File: config.mk
export PLATFORM = sky130hd
export DESIGN_NAME = cdu_drive_counter_flat
export DESIGN_NICKNAME = d
export VERILOG_FILES = /design/src/rtl/cdu_drive_pkg.sv /design/src/rtl/cdu_drive_counter_if.sv /design/src/rtl/cdu_pulse_prescaler.sv /design/src/rtl/cdu_drive_counter.sv /design/src/flat_wrapper.sv
export SDC_FILE = /design/constraint.sdc
export NUM_CORES = 1
export LEC_CHECK = 0
export CAP_MARGIN = 20
export CELL_PAD_IN_SITES_DETAIL_PLACEMENT = 1
export CELL_PAD_IN_SITES_GLOBAL_PLACEMENT = 1
export CORE_UTILIZATION = 35
export DETAILED_ROUTE_END_ITERATION = 8
export PLACE_DENSITY = 0.74
export SKIP_LAST_GASP = 1
export SLEW_MARGIN = 0
export SYNTH_ARGS = -nofsm -noshare
export SYNTH_HDL_FRONTEND = slang
export SYNTH_SLANG_ARGS = --single-unit
export TNS_END_PERCENT = 100
File: constraint.sdc
create_clock -name clk -period 2.65 [get_ports clk]
set_input_delay 0.53 -clock clk [delete_from_list [all_inputs] [get_ports clk]]
set_output_delay 0.53 -clock clk [all_outputs]
set_load 0.03 [all_outputs]
File: src/rtl/cdu_drive_pkg.sv
// Shared types and ones-complement helpers for the CDU drive-pulse counter.
package cdu_drive_pkg;

   localparam int unsigned CMD_W = 15;

   typedef logic [CMD_W-1:0] oc_word_t;

   typedef enum logic [1:0] {
      IDLE,
      ARMED,
      PULSE
   } drive_state_t;

   function automatic logic is_zero(input oc_word_t v);
      return (v == '0) || (v == '1);
   endfunction

   function automatic oc_word_t normalize_minus_zero(input oc_word_t v);
      return (v == '1) ? '0 : v;
   endfunction

   // Negative words approach all-ones (-0), so the magnitude shrinks by incrementing.
   function automatic oc_word_t step_toward_zero(input oc_word_t v);
      return normalize_minus_zero(v[CMD_W-1] ? v + oc_word_t'(1) : v - oc_word_t'(1));
   endfunction

endpackage

File: src/rtl/cdu_drive_counter_if.sv
// Command/drive bus between the sequencer (master) and the drive counter (slave).
interface cdu_drive_counter_if;
   import cdu_drive_pkg::*;

   logic     load;
   oc_word_t cmd_value;
   logic     drive_en;
   logic     zero;
   logic     AFpPCH;
   logic     AFmPCH;
   logic     busy;
   oc_word_t count;
   logic     done;

   modport master (
      output load, cmd_value, drive_en, zero,
      input  AFpPCH, AFmPCH, busy, count, done
   );

   modport slave (
      input  load, cmd_value, drive_en, zero,
      output AFpPCH, AFmPCH, busy, count, done
   );
endinterface

File: src/rtl/cdu_pulse_prescaler.sv
// Slot divider plus optional burst window limiter (enabled by CDU_DRIVE_BURST_EN).
module cdu_pulse_prescaler #(
   parameter int unsigned PULSE_DIV   = 16,
   parameter int unsigned PULSE_WIDTH = 4,
   parameter int unsigned BURST_LEN   = 192,
   parameter int unsigned BURST_SLOTS = 256
) (
   input  logic clk,
   input  logic rst,
`ifdef CDU_DRIVE_BURST_EN
   input  logic i_pulse_start,
`endif
   output logic o_slot_tick,
   output logic o_burst_ok
);

   localparam int unsigned PRESC_W = $clog2(PULSE_DIV);
   // An illegal parameter set never permits a pulse rather than emitting malformed ones.
   localparam bit CFG_OK = (PULSE_DIV >= 4) && (PULSE_WIDTH >= 1) &&
                           (PULSE_WIDTH < PULSE_DIV) && (BURST_SLOTS >= BURST_LEN);

   logic [PRESC_W-1:0] r_presc;
   logic               w_slot_end;

   assign w_slot_end  = (r_presc == PRESC_W'(PULSE_DIV - 1));
   assign o_slot_tick = (r_presc == '0);

   always_ff @(posedge clk) begin
      if (rst)
         r_presc <= '0;
      else if (w_slot_end)
         r_presc <= '0;
      else
         r_presc <= r_presc + PRESC_W'(1);
   end

`ifdef CDU_DRIVE_BURST_EN
   localparam int unsigned SLOT_W = (BURST_SLOTS > 1) ? $clog2(BURST_SLOTS) : 1;
   localparam int unsigned PCNT_W = $clog2(BURST_LEN + 1);

   logic [SLOT_W-1:0] r_slot;
   logic [PCNT_W-1:0] r_pcnt;
   logic              w_wrap;

   // Slot index advances at the end of each slot so it is stable during the tick cycle.
   assign w_wrap = w_slot_end && (r_slot == SLOT_W'(BURST_SLOTS - 1));

   always_ff @(posedge clk) begin
      if (rst) begin
         r_slot <= '0;
         r_pcnt <= '0;
      end else begin
         if (w_wrap)
            r_slot <= '0;
         else if (w_slot_end)
            r_slot <= r_slot + SLOT_W'(1);

         if (w_wrap)
            r_pcnt <= '0;
         else if (i_pulse_start)
            r_pcnt <= r_pcnt + PCNT_W'(1);
      end
   end

   assign o_burst_ok = CFG_OK && (r_pcnt < PCNT_W'(BURST_LEN));
`else
   assign o_burst_ok = CFG_OK;
`endif

endmodule

File: src/rtl/cdu_drive_counter.sv
// Drive register that drains toward zero one AFpPCH/AFmPCH pulse per slot.
// Burst windowing is compiled in with CDU_DRIVE_BURST_EN.
module cdu_drive_counter
   import cdu_drive_pkg::*;
#(
   parameter int unsigned PULSE_DIV   = 16,
   parameter int unsigned PULSE_WIDTH = 4,
   parameter int unsigned BURST_LEN   = 192,
   parameter int unsigned BURST_SLOTS = 256
) (
   input  logic               clk,
   input  logic               rst,
   cdu_drive_counter_if.slave bus
);

   localparam int unsigned WCNT_W = (PULSE_WIDTH > 1) ? $clog2(PULSE_WIDTH) : 1;

   drive_state_t      r_state;
   drive_state_t      w_state_nxt;
   oc_word_t          r_drive;
   oc_word_t          w_stepped;
   logic [WCNT_W-1:0] r_wcnt;
   logic              r_afp;
   logic              r_afm;
   logic              r_done;
   logic              w_tick;
   logic              w_burst_ok;
   logic              w_nz;
   logic              w_last;
   logic              w_start;
   logic              w_afp_nxt;
   logic              w_afm_nxt;

   cdu_pulse_prescaler #(
      .PULSE_DIV   (PULSE_DIV),
      .PULSE_WIDTH (PULSE_WIDTH),
      .BURST_LEN   (BURST_LEN),
      .BURST_SLOTS (BURST_SLOTS)
   ) u_prescaler (
      .clk           (clk),
      .rst           (rst),
`ifdef CDU_DRIVE_BURST_EN
      .i_pulse_start (w_start),
`endif
      .o_slot_tick   (w_tick),
      .o_burst_ok    (w_burst_ok)
   );

   assign w_nz      = !is_zero(r_drive);
   assign w_last    = (r_wcnt == WCNT_W'(PULSE_WIDTH - 1));
   assign w_stepped = step_toward_zero(r_drive);

   always_ff @(posedge clk) begin
      if (rst)
         r_state <= IDLE;
      else
         r_state <= w_state_nxt;
   end

   always_comb begin
      w_state_nxt = r_state;
      unique case (r_state)
         IDLE: begin
            if (w_nz && bus.drive_en)
               w_state_nxt = ARMED;
         end
         ARMED: begin
            if (!w_nz || !bus.drive_en)
               w_state_nxt = IDLE;
            else if (w_tick && w_burst_ok)
               w_state_nxt = PULSE;
         end
         PULSE: begin
            if (w_last)
               w_state_nxt = (w_nz && bus.drive_en) ? ARMED : IDLE;
         end
         default: w_state_nxt = IDLE;
      endcase
   end

   // The pulse polarity is fixed at launch and simply held, so a load mid-pulse cannot flip it.
   always_comb begin
      w_start   = (r_state == ARMED) && (w_state_nxt == PULSE);
      w_afp_nxt = 1'b0;
      w_afm_nxt = 1'b0;
      if (w_start) begin
         w_afp_nxt = !r_drive[CMD_W-1];
         w_afm_nxt =  r_drive[CMD_W-1];
      end else if ((r_state == PULSE) && !w_last) begin
         w_afp_nxt = r_afp;
         w_afm_nxt = r_afm;
      end
   end

   always_ff @(posedge clk) begin
      if (rst) begin
         r_drive <= '0;
         r_wcnt  <= '0;
         r_afp   <= 1'b0;
         r_afm   <= 1'b0;
         r_done  <= 1'b0;
      end else begin
         r_afp  <= w_afp_nxt;
         r_afm  <= w_afm_nxt;
         r_done <= 1'b0;

         if (w_start)
            r_wcnt <= '0;
         else if (r_state == PULSE)
            r_wcnt <= r_wcnt + WCNT_W'(1);

         if (bus.zero)
            r_drive <= '0;
         else if (bus.load)
            r_drive <= normalize_minus_zero(bus.cmd_value);
         else if (w_start) begin
            r_drive <= w_stepped;
            r_done  <= is_zero(w_stepped);
         end
      end
   end

   assign bus.AFpPCH = r_afp;
   assign bus.AFmPCH = r_afm;
   assign bus.busy   = w_nz || r_afp || r_afm;
   assign bus.count  = r_drive;
   assign bus.done   = r_done;

endmodule

File: src/flat_wrapper.sv
// flat-port wrapper written by rule: the top's interface ports become plain ports
module cdu_drive_counter_flat import cdu_drive_pkg::*;
#(
   parameter int unsigned PULSE_DIV   = 16,
   parameter int unsigned PULSE_WIDTH = 4,
   parameter int unsigned BURST_LEN   = 192,
   parameter int unsigned BURST_SLOTS = 256
)
  (clk, rst, bus_load, bus_cmd_value, bus_drive_en, bus_zero, bus_AFpPCH, bus_AFmPCH, bus_busy, bus_count, bus_done);
  cdu_drive_counter_if bus_i ();
  input  logic clk;
  input  logic rst;
  input wire logic [$bits(bus_i.load)-1:0] bus_load;
  input wire logic [$bits(bus_i.cmd_value)-1:0] bus_cmd_value;
  input wire logic [$bits(bus_i.drive_en)-1:0] bus_drive_en;
  input wire logic [$bits(bus_i.zero)-1:0] bus_zero;
  output wire logic [$bits(bus_i.AFpPCH)-1:0] bus_AFpPCH;
  output wire logic [$bits(bus_i.AFmPCH)-1:0] bus_AFmPCH;
  output wire logic [$bits(bus_i.busy)-1:0] bus_busy;
  output wire logic [$bits(bus_i.count)-1:0] bus_count;
  output wire logic [$bits(bus_i.done)-1:0] bus_done;
  assign bus_i.load = bus_load;
  assign bus_i.cmd_value = bus_cmd_value;
  assign bus_i.drive_en = bus_drive_en;
  assign bus_i.zero = bus_zero;
  assign bus_AFpPCH = bus_i.AFpPCH;
  assign bus_AFmPCH = bus_i.AFmPCH;
  assign bus_busy = bus_i.busy;
  assign bus_count = bus_i.count;
  assign bus_done = bus_i.done;
  cdu_drive_counter #(.PULSE_DIV(PULSE_DIV), .PULSE_WIDTH(PULSE_WIDTH), .BURST_LEN(BURST_LEN), .BURST_SLOTS(BURST_SLOTS)) u_core (.clk(clk), .rst(rst), .bus(bus_i));
endmodule
==> summary.txt <==
Run status
  – Outcome: finished with violations
  – Failing checks: setup timing

Critical path
  – Worst path arrival time: 3.15 ns
  – Ordered cell list for the critical path: clkinvlp_4 -> ha_1 -> buf_4 -> nand4_1 -> a21oi_4 -> o21ai_0 -> buf_4 -> nand2b_4 -> nand2_1 -> or4b_1 -> o31ai_1
  – Number of buffers and inverters on the critical path: 3
  – Setup Crit Path Kind: flop to flop
  – Cell count along the critical path: 11
  – Worst setup SP type: flop
  – Launch point of the critical path: u_core.bus.count[14]
  – Crit end category: flop
  – CP max stage delay: 0.52 ns
  – CP Max Fanout: 5
  – Critical Path End: u_core.bus.done
  – Depth of the worst register-to-register path: 11
  – Capture instance of the worst register-to-register path: u_core.bus.done
  – Crit-path slowest cell: or4b_1
  – Worst setup slack for register-to-register paths: -0.29 ns
  – Category of cells accounting for the largest share of critical-path delay: simple AND/OR/NAND/NOR gates
  – Launching point of the worst reg2reg path: u_core.bus.count[14]
  – Cell seen most often among critical-path stages: buf_4
  – Endpoint required time on the critical path: 2.86 ns

Yosys
  – Average cell area after synthesis: 7.73 um^2
  – Synth Area in Compound Gates: 31.9%
  – Share of synthesized registers carrying an async set or reset: 0%
  – Number of register bits inferred by synthesis: 26
  – Synthesized netlist net count: 330
  – Fraction of the yosys area taken by sequential cells: 23.1%
  – Primary flip-flop cell chosen by synthesis mapping: dfxtp_1
  – Synth Cell Area: 2260 um^2
  – Cell count after synthesis: 292
  – Adder-Cell Fraction of Synth Area: 10.3%
  – Mux share of post-synthesis cell area: 1.11%
  – Post-synth cell types: 59
  – Post-synth EDFFs: 0
  – Most numerous cell types in the synthesized netlist: 31 x a21oi_1, 29 x nor2_1, 26 x dfxtp_1
  – Top cell type by total area after synthesis: dfxtp_1
  – Simple-gate area share of the yosys netlist: 26.0%
  – Combinational family with the most area after synthesis: compound AO/OA/AOI/OAI gates
  – Synth top area cells: dfxtp_1 23%, ha_1 9.4%, a21oi_1 6.9%
  – Xor/xnor share of the synthesized area: 2.72%
  – Number of warnings reported in the yosys synthesis log: 0
  – Top-count cell post-synth: a21oi_1
  – Synth top area share: 23.1%

Final layout
  – Ant diodes: 0
  – Fill count: 753
  – Proportion of layout cells with a drive suffix above 1: 31.3%
  – Final Cell Area: 3530 um^2
  – Layout area overhead: 56.7%
  – Area of the multi-input gates: 1810 um^2
  – Area taken by flip-flops and latches: 524 um^2
  – Nets: 441

CTS
  – Clock Tree Buf Depth: 2
  – CTS hold repair buffers: 0
  – Clock latency on the worst-skew pair: 0.28 ns
  – Number of buffers created by CTS: 3
  – H-tree Lvls: 1
  – Clock root buffer: clkbuf_8
  – Clock tree from TritonCTS: done
  – Clock sinks: 26
  – Clock slew seen by the registers of the worst setup and hold paths: 0.11 ns

Power
  – Worst voltage drop across the vdd grid: 0.231 mV
  – Post-layout total power: 1.72 mW
  – Power Density: 486 nW/um^2
  – Total leakage power: 1.51 nW

Detailed routing
  – Average via count per standard cell: 5.87
  – Drt first-iter violations: 144
  – Vias: 2799
  – Detailed-route DRC error count: 0
  – First-pass DRT Iterations: 4
  – Wirelength, routed: 9480 um
  – Average wire length per cell after detail routing: 19.9 um
  – Detail Route Antenna Nets: 0

STA
  – Unrepaired setup endpoints after global routing: true
  – Clk_skew: 0.00415 ns
  – Number of pins with negative max-slew slack in the final report: 0
  – Final critical-path share of the clock period: 111%
  – Least-Margin Pin Slew: 0.584 ns
  – Worst hold slack across all endpoints: 0.516 ns
  – Upper clock frequency limit: 340 MHz
  – Final-report setup violation count: 16
  – Tightest slew margin relative to the limit: 60.9%
  – Minimum period implied by the final worst setup slack: 2.94 ns
  – Number of endpoints with negative hold slack in the final report: 0
  – Worst-case setup margin in the final layout: -0.291 ns

Global route
  – Pin count of the biggest net entering global routing: 30
  – Via count of the first global-routing pass: 2893
  – Aggregate global-route resource usage: 29.4%
  – Wire length of the first global-routing pass: 14800 um
  – Initial antenna violation count: 0
  – Overflow left after global routing: 0

Floorplanning
  – Die height: 82.3 um
  – Placement row count: 28
  – Die Footprint: 6770 um^2
  – Top Ports: 39
  – Overall die width: 82.3 um
  – Starting utilization of the core area: 37.2%
  – Core area: 6060 um^2

Place
  – Placement-stage cell area: 3280 um^2
  – Number of buffers added on ports: 38
  – HPWL after detailed placement: 7100 um
  – GP Congestion: 0.798

Job
  – Max-cap violation count: 0

Hold path
  – Worst hold-check path type: flop to flop
==> repair_timing <==
item | CTS | global route
pin swaps | 5 | 0
resized for setup | 29 | 4
setup endpoints to repair | 17 | 17
hold endpoints to repair | 0 | 0
setup buffers | 3 | 0
==> logic make-up after synthesis <==
logic type               count (synthesis)
AND/OR/NAND/NOR                        107
buffers and inverters                   25
multiplexers                             2
AO/OA/AOI/OAI                          107
flip-flops                              26
XOR/XNOR                                 7
adder cells (fa/ha/maj)                 18
==> registers in the layout, indices dropped and copies added, names as in the netlist <==
register,count
u_core.bus.count,15
u_core.u_prescaler.r_presc,4
u_core.r_state,2
u_core.r_wcnt,2
u_core.bus.AFmPCH,1
u_core.bus.AFpPCH,1
u_core.bus.done,1
==> power by group <==
group | switching, mW | internal, mW | total (mW)
Sequential | 0.0204 | 0.410 | 0.431
Combinational | 0.509 | 0.466 | 0.974
Clock | 0.149 | 0.165 | 0.314
==> worst min path at each step <==
stage	startpoint	to	slack (ns)	cells after the start
floorplan	u_core.r_state[0]	u_core.r_state[1]	0.46	1
global placement	u_core.u_prescaler.r_presc[3]	u_core.u_prescaler.r_presc[3]	0.49	2
detailed placement	u_core.u_prescaler.r_presc[3]	u_core.u_prescaler.r_presc[3]	0.50	2
CTS	u_core.u_prescaler.r_presc[3]	u_core.u_prescaler.r_presc[3]	0.52	2
global route	u_core.r_state[0]	u_core.r_state[1]	0.57	1
finish	u_core.u_prescaler.r_presc[3]	u_core.u_prescaler.r_presc[3]	0.52	2
==> per-stage QoR <==
stage                     TNS [ns]  std cells  worst slack, ns  util [%]
after floorplan              -3.31        292           -0.263         -
after detailed placement     -4.23        470           -0.307      54.1
after CTS                    -2.44        477           -0.225      58.3
final                        -3.02        477           -0.291      58.3
after global placement       -3.20        469           -0.281      54.0
after global routing         -6.16        477           -0.457      58.3
==> worst reg2reg max path: stages, from the launching register on <==
cell and delay, ns:
dfxtp_4 0.38, clkinvlp_4 0.15, ha_1 0.38, buf_4 0.15
nand4_1 0.25, a21oi_4 0.31, o21ai_0 0.20, buf_4 0.20
nand2b_4 0.06, nand2_1 0.04, or4b_1 0.52, o31ai_1 0.23
==> metal layers <==
metal  wire [um]  GRT usage [%]
met5           0              0
met2        4940           56.0
met3         310           3.63
met4         296           8.95
met1        3930           33.7
==> cells in the final DEF (no fill, tap or decap), drive strengths merged, types with 12 or more instances in the layout <==
master,instances
buf,79
dfxtp,26
o21ai,24
nand4,12
ha,17
nand2,18
inv,13
nor2,29
a21oi,33
clkdlybuf4s50,37
a22oi,12
==> final cells by class <==
| type | count | area share [%] |
|---|---|---|
| inverter | 14 | 1.59 |
| timing repair buffer | 117 | 27.8 |
| sequential | 26 | 14.8 |
| clock buffer | 4 | 1.88 |
| tap | 75 | 2.65 |
| multi-input combinational | 241 | 51.2 |
(Power assumes the default switching activity.)
